<file path="config.mk">
export PLATFORM = sky130hd
export DESIGN_NAME = seri_verici_param_flat
export DESIGN_NICKNAME = d
export VERILOG_FILES = /design/src/rtl/seri_verici_param_if.sv /design/src/rtl/seri_verici_param.sv /design/src/flat_wrapper.sv
export SDC_FILE = /design/constraint.sdc
export NUM_CORES = 1
export LEC_CHECK = 0
export BUFFER_PORTS_ARGS = -buffer_cell sky130_fd_sc_hd__buf_4
export CELL_PAD_IN_SITES_DETAIL_PLACEMENT = 1
export CELL_PAD_IN_SITES_GLOBAL_PLACEMENT = 2
export CORE_AREA = 8 8 62 64
export CTS_CLUSTER_SIZE = 12
export DETAILED_ROUTE_END_ITERATION = 8
export DIE_AREA = 0 0 70 72
export PLACE_DENSITY = 0.7
export SYNTH_ARGS = -nofsm -noshare
export SYNTH_HDL_FRONTEND = slang
export SYNTH_SLANG_ARGS = --single-unit
</file>
<file path="constraint.sdc">
create_clock -name clk -period 2.15 [get_ports clk]
set_clock_uncertainty 0.1 [all_clocks]
set_input_delay 0.3225 -clock clk [delete_from_list [all_inputs] [get_ports clk]]
set_output_delay 0.3225 -clock clk [all_outputs]
set_load 0.05 [all_outputs]
</file>
<file path="src/rtl/seri_verici_param_if.sv">
// seri_verici_param_if: request/data/tick inputs and serial outputs of the parametrised serial transmitter
// master: en, D, baslat out; Y, mesgul, bitti in. slave: the transmitter side.
interface seri_verici_param_if #(parameter int DATA_W = 8);
  logic en;
  logic baslat;
  logic [DATA_W-1:0] D;
  logic Y;
  logic mesgul;
  logic bitti;
  modport master (output en, baslat, D, input Y, mesgul, bitti);
  modport slave (input en, baslat, D, output Y, mesgul, bitti);
endinterface

</file>
<file path="src/rtl/seri_verici_param.sv">
// seri_verici_param: serial frame transmitter (start, DATA_W bits LSB first, optional parity, 1-2 stop bits)
// Ports: clk, reset (async, active high), bus.en baud tick, bus.D data word, bus.baslat start request,
// bus.Y serial line (idle 1), bus.mesgul busy, bus.bitti one-cycle frame-complete pulse.
module seri_verici_param #(
  parameter int DATA_W = 8,
  parameter int PARITY = 0,
  parameter int STOP_BITS = 1
) (
  input logic clk,
  input logic reset,
  seri_verici_param_if.slave bus
);
  localparam int CW = $clog2(DATA_W + 1);
  localparam logic [CW-1:0] LAST = CW'(DATA_W - 1);
  localparam logic [1:0] SLAST = 2'(STOP_BITS - 1);
  localparam int I1 = DATA_W > 1 ? 1 : 0;
  typedef enum logic [2:0] {BOS, BEKLE, BASLA, VERI, PARITE, DUR} st_t;
  st_t st;
  logic [DATA_W-1:0] sr;
  logic par;
  logic [CW-1:0] cnt;
  logic [1:0] scnt;
  logic y, m, b;
  assign bus.Y = y;
  assign bus.mesgul = m;
  assign bus.bitti = b;
  // Outputs are loaded together with each state change so they always equal the state decode.
  always_ff @(posedge clk or posedge reset) begin
    if (reset) begin
      st <= BOS;
      sr <= '0;
      par <= 1'b0;
      cnt <= '0;
      scnt <= '0;
      y <= 1'b1;
      m <= 1'b0;
      b <= 1'b0;
    end else begin
      b <= 1'b0;
      case (st)
        BOS: if (bus.baslat) begin
          sr <= bus.D;
          par <= (PARITY == 2) ^ (^bus.D);
          m <= 1'b1;
          if (bus.en) begin
            st <= BASLA;
            y <= 1'b0;
          end else st <= BEKLE;
        end
        BEKLE: if (bus.en) begin
          st <= BASLA;
          y <= 1'b0;
        end
        BASLA: if (bus.en) begin
          st <= VERI;
          cnt <= '0;
          y <= sr[0];
        end
        VERI: if (bus.en) begin
          if (cnt < LAST) begin
            sr <= sr >> 1;
            cnt <= cnt + CW'(1);
            y <= sr[I1];
          end else if (PARITY != 0) begin
            st <= PARITE;
            y <= par;
          end else begin
            st <= DUR;
            scnt <= '0;
            y <= 1'b1;
          end
        end
        PARITE: if (bus.en) begin
          st <= DUR;
          scnt <= '0;
          y <= 1'b1;
        end
        DUR: if (bus.en) begin
          if (scnt < SLAST) scnt <= scnt + 2'd1;
          else begin
            st <= BOS;
            m <= 1'b0;
            b <= 1'b1;
          end
        end
        default: begin
          st <= BOS;
          y <= 1'b1;
          m <= 1'b0;
        end
      endcase
    end
  end
endmodule

</file>
<file path="src/flat_wrapper.sv">
// flat-port wrapper written by rule: the top's interface ports become plain ports
module seri_verici_param_flat 
#(
  parameter int DATA_W = 8,
  parameter int PARITY = 0,
  parameter int STOP_BITS = 1
)
  (clk, reset, bus_en, bus_baslat, bus_D, bus_Y, bus_mesgul, bus_bitti);
  seri_verici_param_if #(.DATA_W(DATA_W)) bus_i ();
  input logic clk;
  input logic reset;
  input wire logic [$bits(bus_i.en)-1:0] bus_en;
  input wire logic [$bits(bus_i.baslat)-1:0] bus_baslat;
  input wire logic [$bits(bus_i.D)-1:0] bus_D;
  output wire logic [$bits(bus_i.Y)-1:0] bus_Y;
  output wire logic [$bits(bus_i.mesgul)-1:0] bus_mesgul;
  output wire logic [$bits(bus_i.bitti)-1:0] bus_bitti;
  assign bus_i.en = bus_en;
  assign bus_i.baslat = bus_baslat;
  assign bus_i.D = bus_D;
  assign bus_Y = bus_i.Y;
  assign bus_mesgul = bus_i.mesgul;
  assign bus_bitti = bus_i.bitti;
  seri_verici_param #(.DATA_W(DATA_W), .PARITY(PARITY), .STOP_BITS(STOP_BITS)) u_core (.clk(clk), .reset(reset), .bus(bus_i));
endmodule
</file>
* After elaboration in Yosys (flattened, before gate mapping)
Cells that the tools add are included.
** Word-level totals
- Register bits :: 20
- Output and inout bits :: 3
** Cells by class
- Add/sub/neg operators :: 2
- $lt $le $gt $ge :: 2
- Equality and inequality tests :: 15
- Multiplexer cells :: 38
- Bitwise gates (word level) :: 2
- Reductions and logical operators :: 11
** Operators by type and width (number)
- two-way mux 3 bit :: 8
- two-way mux 8 bit :: 3
- one-hot mux 3 bit (6 select lines) :: 1
- != test 2 bit, second input constant :: 8
- one-hot mux 8 bit (2 select lines) :: 1
- two-way mux 1 bit :: 12
- two-way mux 2 bit :: 6
- two-way mux 4 bit :: 3
- AND reduction 4 bit :: 3
- one-hot mux 4 bit (2 select lines) :: 1
- AND reduction 8 bit :: 1
- equality test 3 x 2 -> 1 bit, second input constant :: 2
- equality test 3 bit, second input constant :: 2
- one-hot mux 1 bit (6 select lines) :: 1
- one-hot mux 2 bit (3 select lines) :: 1
- AND reduction 6 bit :: 1
- AND reduction 5 bit :: 1
- adder 4 x 1 -> 4 bit, second input constant :: 1
- less-than comparator 4 x 3 -> 1 bit, second input constant :: 1
- != test 2 x 1 -> 1 bit, second input constant :: 2
- nonzero test 2 bit :: 2
- OR reduction 4 bit :: 1
- equality test 3 x 1 -> 1 bit, second input constant :: 1
- logical NOT 3 bit :: 1
- other kinds (5) :: 6

* Logic depth before layout (Yosys ltp)
Gate-level depths: netlist of run 1.
- Word-level depth :: 4
- Mapped depth :: 6

* Least setup slack after synthesis of run 1
OpenSTA, ideal clock, no wires.
- Path kind :: register to register
- From :: register u_core.cnt[0]
- To :: register u_core.sr[0]
- Arrival :: 1.288 ns
- Path slack :: 0.626 ns
- Cell stages (with the launch flop) :: 7
- Buffers on the path :: 1
- Clock period less this slack :: 1.524 ns
- Cell sequence :: dfrtp_1 ha_1 a21oi_1 a41oi_2 buf_6 nand2_1 o21ai_0
** Between the ends
- Longest elaborated chain between the ends :: 3
** RTL lines
- from (decl) :: RTL line seri_verici_param.sv:21 : logic [CW-1:0] cnt;
- from (signal assigned) :: RTL line seri_verici_param.sv:62 : cnt <= cnt + CW'(1);
- less-than comparator 4 x 3 -> 1 bit :: RTL line seri_verici_param.sv:60 : if (cnt < LAST) begin
- != test 2 x 1 -> 1 bit (no source line)
- AND reduction 4 bit (no source line)
- to (signal assigned) :: RTL line seri_verici_param.sv:42 : sr <= bus.D;
- to (signal assigned) :: RTL line seri_verici_param.sv:61 : sr <= sr >> 1;
- to (decl) :: RTL line seri_verici_param.sv:19 : logic [DATA_W-1:0] sr;
Every way passes these cells.
A chain may end at the register's enable or synchronous reset.

* Final worst setup path of run 1
- From :: register u_core.cnt[0]
- To :: register u_core.sr[1]
Same word-level chain as after synthesis.

==> run_results.csv, run 1 <==
group,metric,value,unit
power,combPwrFrac,48.0,%
sta,hold_viol,0,
routing,drtPass1Iterations,3,
cts,post_cts_resized,0,
floorplan,die_x,70,µm
synthesis,ys.warnings.count,0,
placed_design,hpwl,1610,µm
setup_path,crit_slowest_cell,"dfrtp_1",
placed_design,place.gp.congestion,0.667,
routing,antenna_left,0,
power,internal_power,0.931,mW
cts,cts_tree,"built",
power,p_sw,0.669,mW
power,seq_power_share,38.3,%
sta,fin_crit_sh,84.1,%
setup_path,end_kind,"flip-flop",
finish,drive_above_1_share,26.4,%
setup_path,cp_slowest_stage_delay,0.42,ns
setup_path,cp.required,2.21,ns
cts,htree_levels,1,
cts,clock_latency,0.30,ns
grt,grt_use_total,9.53,%
sta,worstMarginPinSlew,0.705,ns
placed_design,post-place-cells,139,
cts,cts_setup_buffers,0,
power,p_leak,0.525,nW
setup_path,worstSetupPathType,"flip-flop to flip-flop",
floorplan,core-area,2900,µm²
flow_run,max-cap-violations,0,
finish,fill_cells,340,
synthesis,synthTopCellsByArea,"dfrtp_1 45%, mux2i_1 8.5%, nand2_1 4.4%, o21ai_0 3.7%, dfstp_2 2.8%",
run_status,outcome,"completed",
power,vdd_drop_max,0.694,mV
sta,timing.fmax,553,MHz
finish,area_growth_syn_to_layout,18.9,%
power,power_density,1430,nW/µm²
grt,antenna_found_initial,0,
synthesis,synthCells,93,
sta,finalSetupViolCount,0,
power,report.power.total,1.60,mW
grt,overflow,0,
floorplan,initial_core_util,32.4,%
cts,cts.reportedPaths.clkPinSlew,0.12,ns
synthesis,synthArstFlopShare,100,%
routing,vias,736,
finish,final_cells,143,
synthesis,synth_area,941,µm²
power,clockPowerShare,13.7,%
synthesis,synth_seq_cells,18,
setup_path,reg2regPathDepth,5,
finish,multi_input_area,447,µm²
synthesis,yosysSeqAreaShare,48.0,%
setup_path,critPathArrivalTime,1.87,ns
min_path,holdCritPathClass,"input pin to async pin",
grt,grt_pass1_wl,3910,µm
cts,cts_num_sinks,18,
floorplan,design.die.area,5040,µm²
grt,grt_max_degree,19,
synthesis,syn_avg_cell_area,10.1,µm²
cts,cts_root_buf,"clkbuf_4",
synthesis,syn_nets,106,
setup_path,cp_max_fo,16,
sta,slew_headroom,52.9,%
finish,regArea,452,µm²
routing,vias_per_cell,5.15,
sta,post-route-min-period,1.81,ns
cts,cts_made_buffers,3,
setup_path,critPathLaunchType,"flip-flop",
routing,wire_per_inst,14.8,µm
synthesis,synth_ff_type,"dfrtp_1",
synthesis,synth_top_area_cell,"dfrtp_1",
floorplan,die_y,72,µm
synthesis,post-synth-top-area-fraction,45.2,%
sta,drv_slew,0,
finish,num-nets-final,124,
synthesis,synth_enable_flop_cells,0,
sta,tns,0,ns
finish,final_util,38.5,%
finish,antenna_cells,0,
power,sw_frac_of_total,41.8,%
cts,ctsLongestPathBuffers,2,
sta,rsz0062_at_grt,"false",
routing,wl,2110,µm
floorplan,ios,15,
synthesis,synth_cell_type_count,37,
routing,route.detailed.drc,0,
placed_design,numPortBuffers,14,
setup_path,crit_chain,"ha_1 > a21oi_1 > a41oi_2 > nand2_1 > o21ai_0",
grt,grt_pass1_vias,817,
routing,drt_iter0_drc,9,
cts,hold_buffers,0,
floorplan,row_count,20,
==> kinds of logic after synthesis <==
logic type | share of synthesized area [%]
simple gates | 16.0
compound gates | 20.5
flops | 48.0
mux | 9.71
buf+inv | 4.52
fa+ha+maj | 1.33
==> placed cells by master, fill, tap and decap left out, drive strengths merged, types with 2 or more instances in the layout <==
master / count
a21oi: 4
inv: 4
o22a: 2
nand3: 4
mux2i: 8
clkbuf: 4
buf: 17
nand2: 12
o21ai: 9
a21o: 2
dfrtp: 17
nor2: 7
==> cells in the mapped netlist, types with 2 or more instances <==
| cell type | n |
|---|---|
| a21oi_1 | 4 |
| o21ai_1 | 2 |
| a21o_1 | 2 |
| mux2i_1 | 8 |
| dfrtp_1 | 17 |
| nand3_1 | 4 |
| inv_1 | 3 |
| nor2_1 | 7 |
| o21ai_0 | 7 |
| o22a_1 | 2 |
| nand2_1 | 11 |
==> flip-flops by register name (all words and copies together), names as in the netlist <==
name	cells
u_core.bus.bitti	1
u_core.st	3
u_core.bus.Y	1
u_core.cnt	4
u_core.bus.mesgul	1
u_core.sr	8
==> per-layer routing <==
| metal | GRT usage (%) | wire (µm) | vias to the layer above |
|---|---|---|---|
| li1 | - | - | 367 |
| met1 | 10.9 | 956 | 354 |
| met2 | 15.8 | 1040 | 11 |
| met3 | 2.05 | 74 | 4 |
| met4 | 6.03 | 43 | 0 |
| met5 | 0 | 0 | - |
==> worst max-delay path: cells and delay by family (launching register included) <==
family	cells	cell delay [ns]
fa+ha+maj	1	0.24
flops	1	0.42
simple gates	1	0.16
compound gates	3	0.75
==> power groups by stage <==
stage                     clock (mW)  sequential (mW)  combinational (mW)
after floorplan                    0            0.657               0.563
after detailed placement           0            0.625               0.791
after global placement             0            0.617               0.766
after global routing           0.244            0.635               0.885
final                          0.219            0.613               0.768
after CTS                      0.227            0.619               0.791
==> per-stage QoR <==
stage	hold slack [ns]	worst slack (ns)	area, µm²
global route	0.0748	0.0668	1120
detailed placement	0.370	0.329	1080
floorplan	0.160	0.626	941
finish	0.0171	0.341	1120
CTS	0.0482	0.315	1120
global placement	0.366	0.429	1080
==> final timing paths <==
check,from,slack (ns),to
worst max-delay path,u_core.cnt[0]$_DFFE_PP0P_,0.34,u_core.sr[1]$_DFFE_PP0P_
worst min-delay path,reset,0.02,u_core.sr[7]$_DFFE_PP0P_
worst max register to register,u_core.cnt[0]$_DFFE_PP0P_,0.34,u_core.sr[1]$_DFFE_PP0P_
worst min register to register,u_core.sr[5]$_DFFE_PP0P_,0.39,u_core.sr[5]$_DFFE_PP0P_
max in group asynchronous,reset,1.48,u_core.bus.mesgul$_DFFE_PP0P_
min in group clk,bus_D[7],0.16,u_core.sr[7]$_DFFE_PP0P_
==> cell type report <==
type / instances / area share [%]
clock buffers: 4 / 3.24
inverters: 4 / 1.34
multi-input cells: 67 / 39.9
flip-flops and latches: 18 / 40.4
well taps: 33 / 3.69
repair buffers: 17 / 11.4
(Power assumes the default switching activity.)
==> run 2: changes to the inputs <==
Settings changed: CORE_AREA 8 8 62 64 to 8 8 65 67, DIE_AREA 0 0 70 72 to 0 0 73 75, PLACE_DENSITY 0.7 to 0.66.
Clock period 2.15 ns to 1.6 ns, I/O delays scaled along.
==> run_results.csv, run 2 (same netlist as run 1, synthesis figures left out) <==
group,metric,value,unit
run_status,outcome,"completed",
routing,wire_per_inst,13.3,µm
routing,wl,2190,µm
placed_design,numPortBuffers,14,
sta,post-route-min-period,1.51,ns
cts,clock_latency,0.30,ns
finish,num-nets-final,133,
finish,final_util,37.7,%
floorplan,die_x,73,µm
sta,fin_crit_sh,94.6,%
cts,cts_tree,"built",
setup_path,end_kind,"flip-flop",
placed_design,place.gp.congestion,0.710,
floorplan,die_y,75,µm
sta,slew_headroom,83.2,%
cts,cts_num_sinks,18,
setup_path,cp.required,1.69,ns
setup_path,critPathMostFrequentCell,"a21o_1",
floorplan,core-area,3230,µm²
power,vdd_drop_max,0.495,mV
power,power_density,1890,nW/µm²
finish,layout_common_cells,"24 x buf_4, 16 x dfrtp_1, 11 x nand2_1",
cts,cts_made_buffers,3,
setup_path,critical_path.top_delay_family,"compound AO/OA/AOI/OAI gates",
cts,cts.reportedPaths.clkPinSlew,0.10,ns
grt,overflow,0,
grt,grt_pass1_wl,3800,µm
finish,antenna_cells,0,
flow_run,max-cap-violations,0,
floorplan,design.die.area,5480,µm²
floorplan,ios,15,
setup_path,critPathArrivalTime,1.61,ns
setup_path,crit_slowest_cell,"dfrtp_1",
finish,top_register,"u_core.sr",
power,p_leak,0.569,nW
setup_path,cp_max_fo,4,
sta,hold_viol,0,
routing,route.detailed.drc,0,
sta,worstMarginPinSlew,0.252,ns
finish,multi_input_area,457,µm²
setup_path,cp_slowest_stage_delay,0.41,ns
finish,area_growth_syn_to_layout,29.7,%
setup_path,crit_buf_inv,0,
routing,vias,782,
floorplan,initial_core_util,29.1,%
routing,drtPass1Iterations,3,
finish,fill_cells,384,
cts,ctsLongestPathBuffers,2,
sta,drv_slew,0,
finish,top_regs,"u_core.sr: 8 flops, u_core.cnt: 4 flops, u_core.st: 3 flops",
routing,antenna_left,0,
finish,drive_above_1_share,33.6,%
grt,grt_use_total,8.94,%
grt,antenna_found_initial,0,
finish,regArea,453,µm²
routing,drt_iter0_drc,11,
sta,finalSetupViolCount,0,
sta,holdWs,0.0784,ns
cts,cts_root_buf,"clkbuf_4",
setup_path,worstSetupPathType,"flip-flop to flip-flop",
floorplan,row_count,21,
placed_design,hpwl,1660,µm
min_path,holdCritPathClass,"input pin to flip-flop",
cts,htree_levels,1,
finish,largest_register_ffs,8,
routing,vias_per_cell,4.74,
sta,timing.fmax,661,MHz
finish,final_common_cell,"buf_4",
setup_path,crit_chain,"ha_1 > a21o_1 > a21o_1 > mux2_2",
grt,grt_pass1_vias,829,
power,report.power.total,2.31,mW
setup_path,critPathLaunchType,"flip-flop",
grt,grt_max_degree,19,
## run 2: cell types whose count changed in the layout (fill, tap and decap cells not counted), sizes merged
cell / delta
buf: +8
dlygate4sd3: +1
## run 2: final timing paths
check	endpoint	slack, ns	cells past startpoint	from
min in group asynchronous	u_core.cnt[1]$_DFFE_PP0P_	0.40	4	reset
worst min register to register	u_core.sr[3]$_DFFE_PP0P_	0.39	2	u_core.sr[3]$_DFFE_PP0P_
worst min-delay path	u_core.sr[7]$_DFFE_PP0P_	0.08	3	bus_D[7]
worst max register to register	u_core.cnt[0]$_DFFE_PP0P_	0.09	4	u_core.cnt[0]$_DFFE_PP0P_
max in group asynchronous	u_core.bus.Y$_DFFE_PP1P_	0.73	4	reset
worst max-delay path	u_core.cnt[0]$_DFFE_PP0P_	0.09	4	u_core.cnt[0]$_DFFE_PP0P_
## run 2: cell type report
class                   instances  area share (%)
clock buffers                   4            2.97
multi-input cells              67            37.4
flip-flops and latches         18            37.1
inverters                       4            1.23
repair buffers                 26            16.5
well taps                      46            4.72
## run 2: timing repair
action / in CTS / in global routing
resized for setup: 0 / 5
hold buffers: 1 / 0
buffers inserted: 0 / 1
hold endpoints to repair: 17 / 0
endpoints found under the setup margin: 0 / 8
## run 2: tightest hold or removal path, stage by stage
cell and delay [ns]:
buf_4 0.11, nand2_1 0.04, o21ai_0 0.06
## run 2: stage by stage
| stage | instances | setup TNS (ns) | setup WS (ns) | instance area [µm²] |
|---|---|---|---|---|
| 3_3_place_gp | 159 | 0 | 0.0757 | 1150 |
| 5_1_grt | 165 | -0.0116 | -0.00712 | 1220 |
| 4_1_cts | 164 | 0 | 0.0168 | 1200 |
| 3_5_place_dp | 159 | 0 | 0.0434 | 1150 |
| 6_report | 165 | 0 | 0.0863 | 1220 |
| 2_1_floorplan | 93 | 0 | 0.0757 | 941 |
## run 2: power breakdown
group          total, mW  internal [mW]  switching (mW)
combinational       1.20          0.571           0.631
clock              0.285          0.139           0.146
sequential         0.820          0.657           0.163
## run 2: layer usage
layer / share of wire, % / vias to the layer above / track usage, %
li1: - / 386 / -
met4: 2.2 / 0 / 5.33
met3: 3.9 / 5 / 2.13
met1: 46 / 379 / 11.0
met2: 48 / 12 / 13.9
met5: 0 / - / 0
==> run 3: changes to the inputs <==
Settings changed: BUFFER_PORTS_ARGS -buffer_cell sky130_fd_sc_hd__buf_4 to default, CORE_AREA 8 8 65 67 to 8 8 62 64, DIE_AREA 0 0 73 75 to 0 0 70 72, DONT_BUFFER_PORTS from default to 1, PLACE_DENSITY 0.66 to 0.74.
==> run_results.csv, run 3 (same netlist as run 1, synthesis figures left out) <==
group,metric,value,unit
grt,antenna_found_initial,0,
floorplan,die_x,70,µm
cts,cts_num_sinks,18,
finish,final_util,38.7,%
setup_path,critPathArrivalTime,1.61,ns
power,p_leak,0.514,nW
finish,final_cells,140,
setup_path,critPathLaunchType,"flip-flop",
power,clockPowerShare,12.5,%
power,vdd_drop_max,0.905,mV
setup_path,cp.required,1.69,ns
finish,drive_above_1_share,25.2,%
sta,hold_viol,0,
setup_path,cp_max_fo,4,
sta,post-route-min-period,1.51,ns
grt,grt_use_total,9.51,%
setup_path,cp_slowest_stage_delay,0.40,ns
sta,fin_crit_sh,94.7,%
finish,antenna_cells,0,
power,p_sw,0.942,mW
sta,rsz0062_at_grt,"true",
routing,vias,740,
routing,drtPass1Iterations,4,
routing,wl,2220,µm
power,power_density,2030,nW/µm²
floorplan,initial_core_util,32.4,%
flow_run,max-cap-violations,0,
sta,worstMarginPinSlew,0.448,ns
cts,clock_latency,0.29,ns
setup_path,critPathMostFrequentCell,"a21o_1",
grt,grt_max_degree,19,
finish,layout_common_cells,"16 x dfrtp_1, 11 x nand2_1, 10 x buf_4",
placed_design,numPortBuffers,0,
run_status,outcome,"completed",
floorplan,design.die.area,5040,µm²
setup_path,crit_slowest_cell,"dfrtp_1",
finish,area_growth_syn_to_layout,19.4,%
cts,cts.reportedPaths.clkPinSlew,0.11,ns
placed_design,place.gp.congestion,0.730,
finish,final_common_cell,"dfrtp_1",
finish,top_register,"u_core.sr",
power,sw_frac_of_total,41.3,%
sta,timing.fmax,660,MHz
setup_path,crit_chain,"ha_1 > a21o_1 > a21o_1 > mux2_2",
routing,wire_per_inst,15.9,µm
sta,drv_slew,0,
power,internal_power,1.34,mW
cts,cts_made_buffers,3,
setup_path,worstSetupPathType,"flip-flop to flip-flop",
cts,ctsLongestPathBuffers,2,
routing,vias_per_cell,5.29,
routing,drt_iter0_drc,23,
floorplan,row_count,20,
power,combPwrFrac,48.9,%
sta,slew_headroom,70.2,%
sta,finalSetupViolCount,0,
routing,antenna_left,0,
power,report.power.total,2.28,mW
grt,grt_pass1_wl,4020,µm
grt,overflow,0,
finish,largest_register_ffs,8,
finish,top_regs,"u_core.sr: 8 flops, u_core.cnt: 4 flops, u_core.st: 3 flops",
routing,route.detailed.drc,0,
cts,htree_levels,1,
cts,cts_tree,"built",
floorplan,die_y,72,µm
floorplan,ios,15,
floorplan,core-area,2900,µm²
finish,fill_cells,324,
placed_design,hpwl,1620,µm
min_path,holdCritPathClass,"input pin to flip-flop",
cts,cts_root_buf,"clkbuf_4",
finish,num-nets-final,121,
grt,grt_pass1_vias,797,
power,seq_power_share,38.6,%
setup_path,end_kind,"flip-flop",
placed_design,post-place-cells,131,
[run 3: cell count changes in the layout (fill, tap and decap cells not counted)]
cell	previous run	this run
buf_4	24	10
dlygate4sd3_1	1	3
nand3_1	4	3
nand3_2	0	1
[run 3: repair_timing]
item                                   in CTS  in global routing
buffers inserted                            0                  2
setup endpoints to repair                   0                 10
gates resized for setup                     0                  6
hold buffers                                3                  0
endpoints found under the hold margin      20                  0
[run 3: worst max-delay path, delay by kind of cell, from the launching register on]
kind / cells / cell delay (ns)
AOI/OAI and AO/OA: 2 / 0.41
adders and majority gates: 1 / 0.24
DFF: 1 / 0.40
muxes: 1 / 0.26
[run 3: area by class of cell]
| type | count | area, µm² | area share (%) |
|---|---|---|---|
| Clock buffer | 4 | 36.3 | 3.23 |
| Tap cell | 33 | 41.3 | 3.67 |
| Inverter | 4 | 15.0 | 1.34 |
| Timing Repair Buffer | 14 | 116 | 10.4 |
| Sequential cell | 18 | 453 | 40.3 |
| Multi-Input combinational cell | 67 | 462 | 41.1 |
[run 3: power by group through the flow]
stage / registers (mW) / clock network [mW] / logic (mW)
2_1_floorplan: 0.882 / 0 / 0.756
3_3_place_gp: 0.873 / 0 / 1.02
3_5_place_dp: 0.882 / 0 / 1.05
4_1_cts: 0.873 / 0.297 / 1.06
5_1_grt: 0.912 / 0.312 / 1.27
6_report: 0.880 / 0.286 / 1.11
[run 3: routing by layer]
metal,GRT usage [%],vias to the layer above,routed length (µm)
li1,-,362,-
met1,12.5,360,1070
met2,13.8,14,1020
met3,2.59,4,99
met4,4.91,0,29
met5,0,-,0
[run 3: per-stage QoR]
stage,setup WS [ns],area (µm²),setup TNS (ns),hold slack (ns)
2_1_floorplan,0.0757,941,0,0.0778
3_3_place_gp,0.0239,1020,0,0.0640
3_5_place_dp,0.0458,1020,0,0.0727
4_1_cts,0.0271,1090,0,0.0291
5_1_grt,-0.00465,1120,-0.00465,0.0471
6_report,0.0851,1120,0,0.0340
[run 3: path summary, 6_finish.rpt]
path,from,slack (ns),end,cells after the start
min in group asynchronous,reset,0.30,u_core.cnt[3]$_DFFE_PP0P_,3
min,bus_D[6],0.03,u_core.sr[6]$_DFFE_PP0P_,2
max,u_core.cnt[0]$_DFFE_PP0P_,0.09,u_core.cnt[0]$_DFFE_PP0P_,4
max reg2reg,u_core.cnt[0]$_DFFE_PP0P_,0.09,u_core.cnt[0]$_DFFE_PP0P_,4
min reg2reg,u_core.sr[5]$_DFFE_PP0P_,0.40,u_core.sr[5]$_DFFE_PP0P_,2
max in group asynchronous,reset,0.84,u_core.bus.Y$_DFFE_PP1P_,3
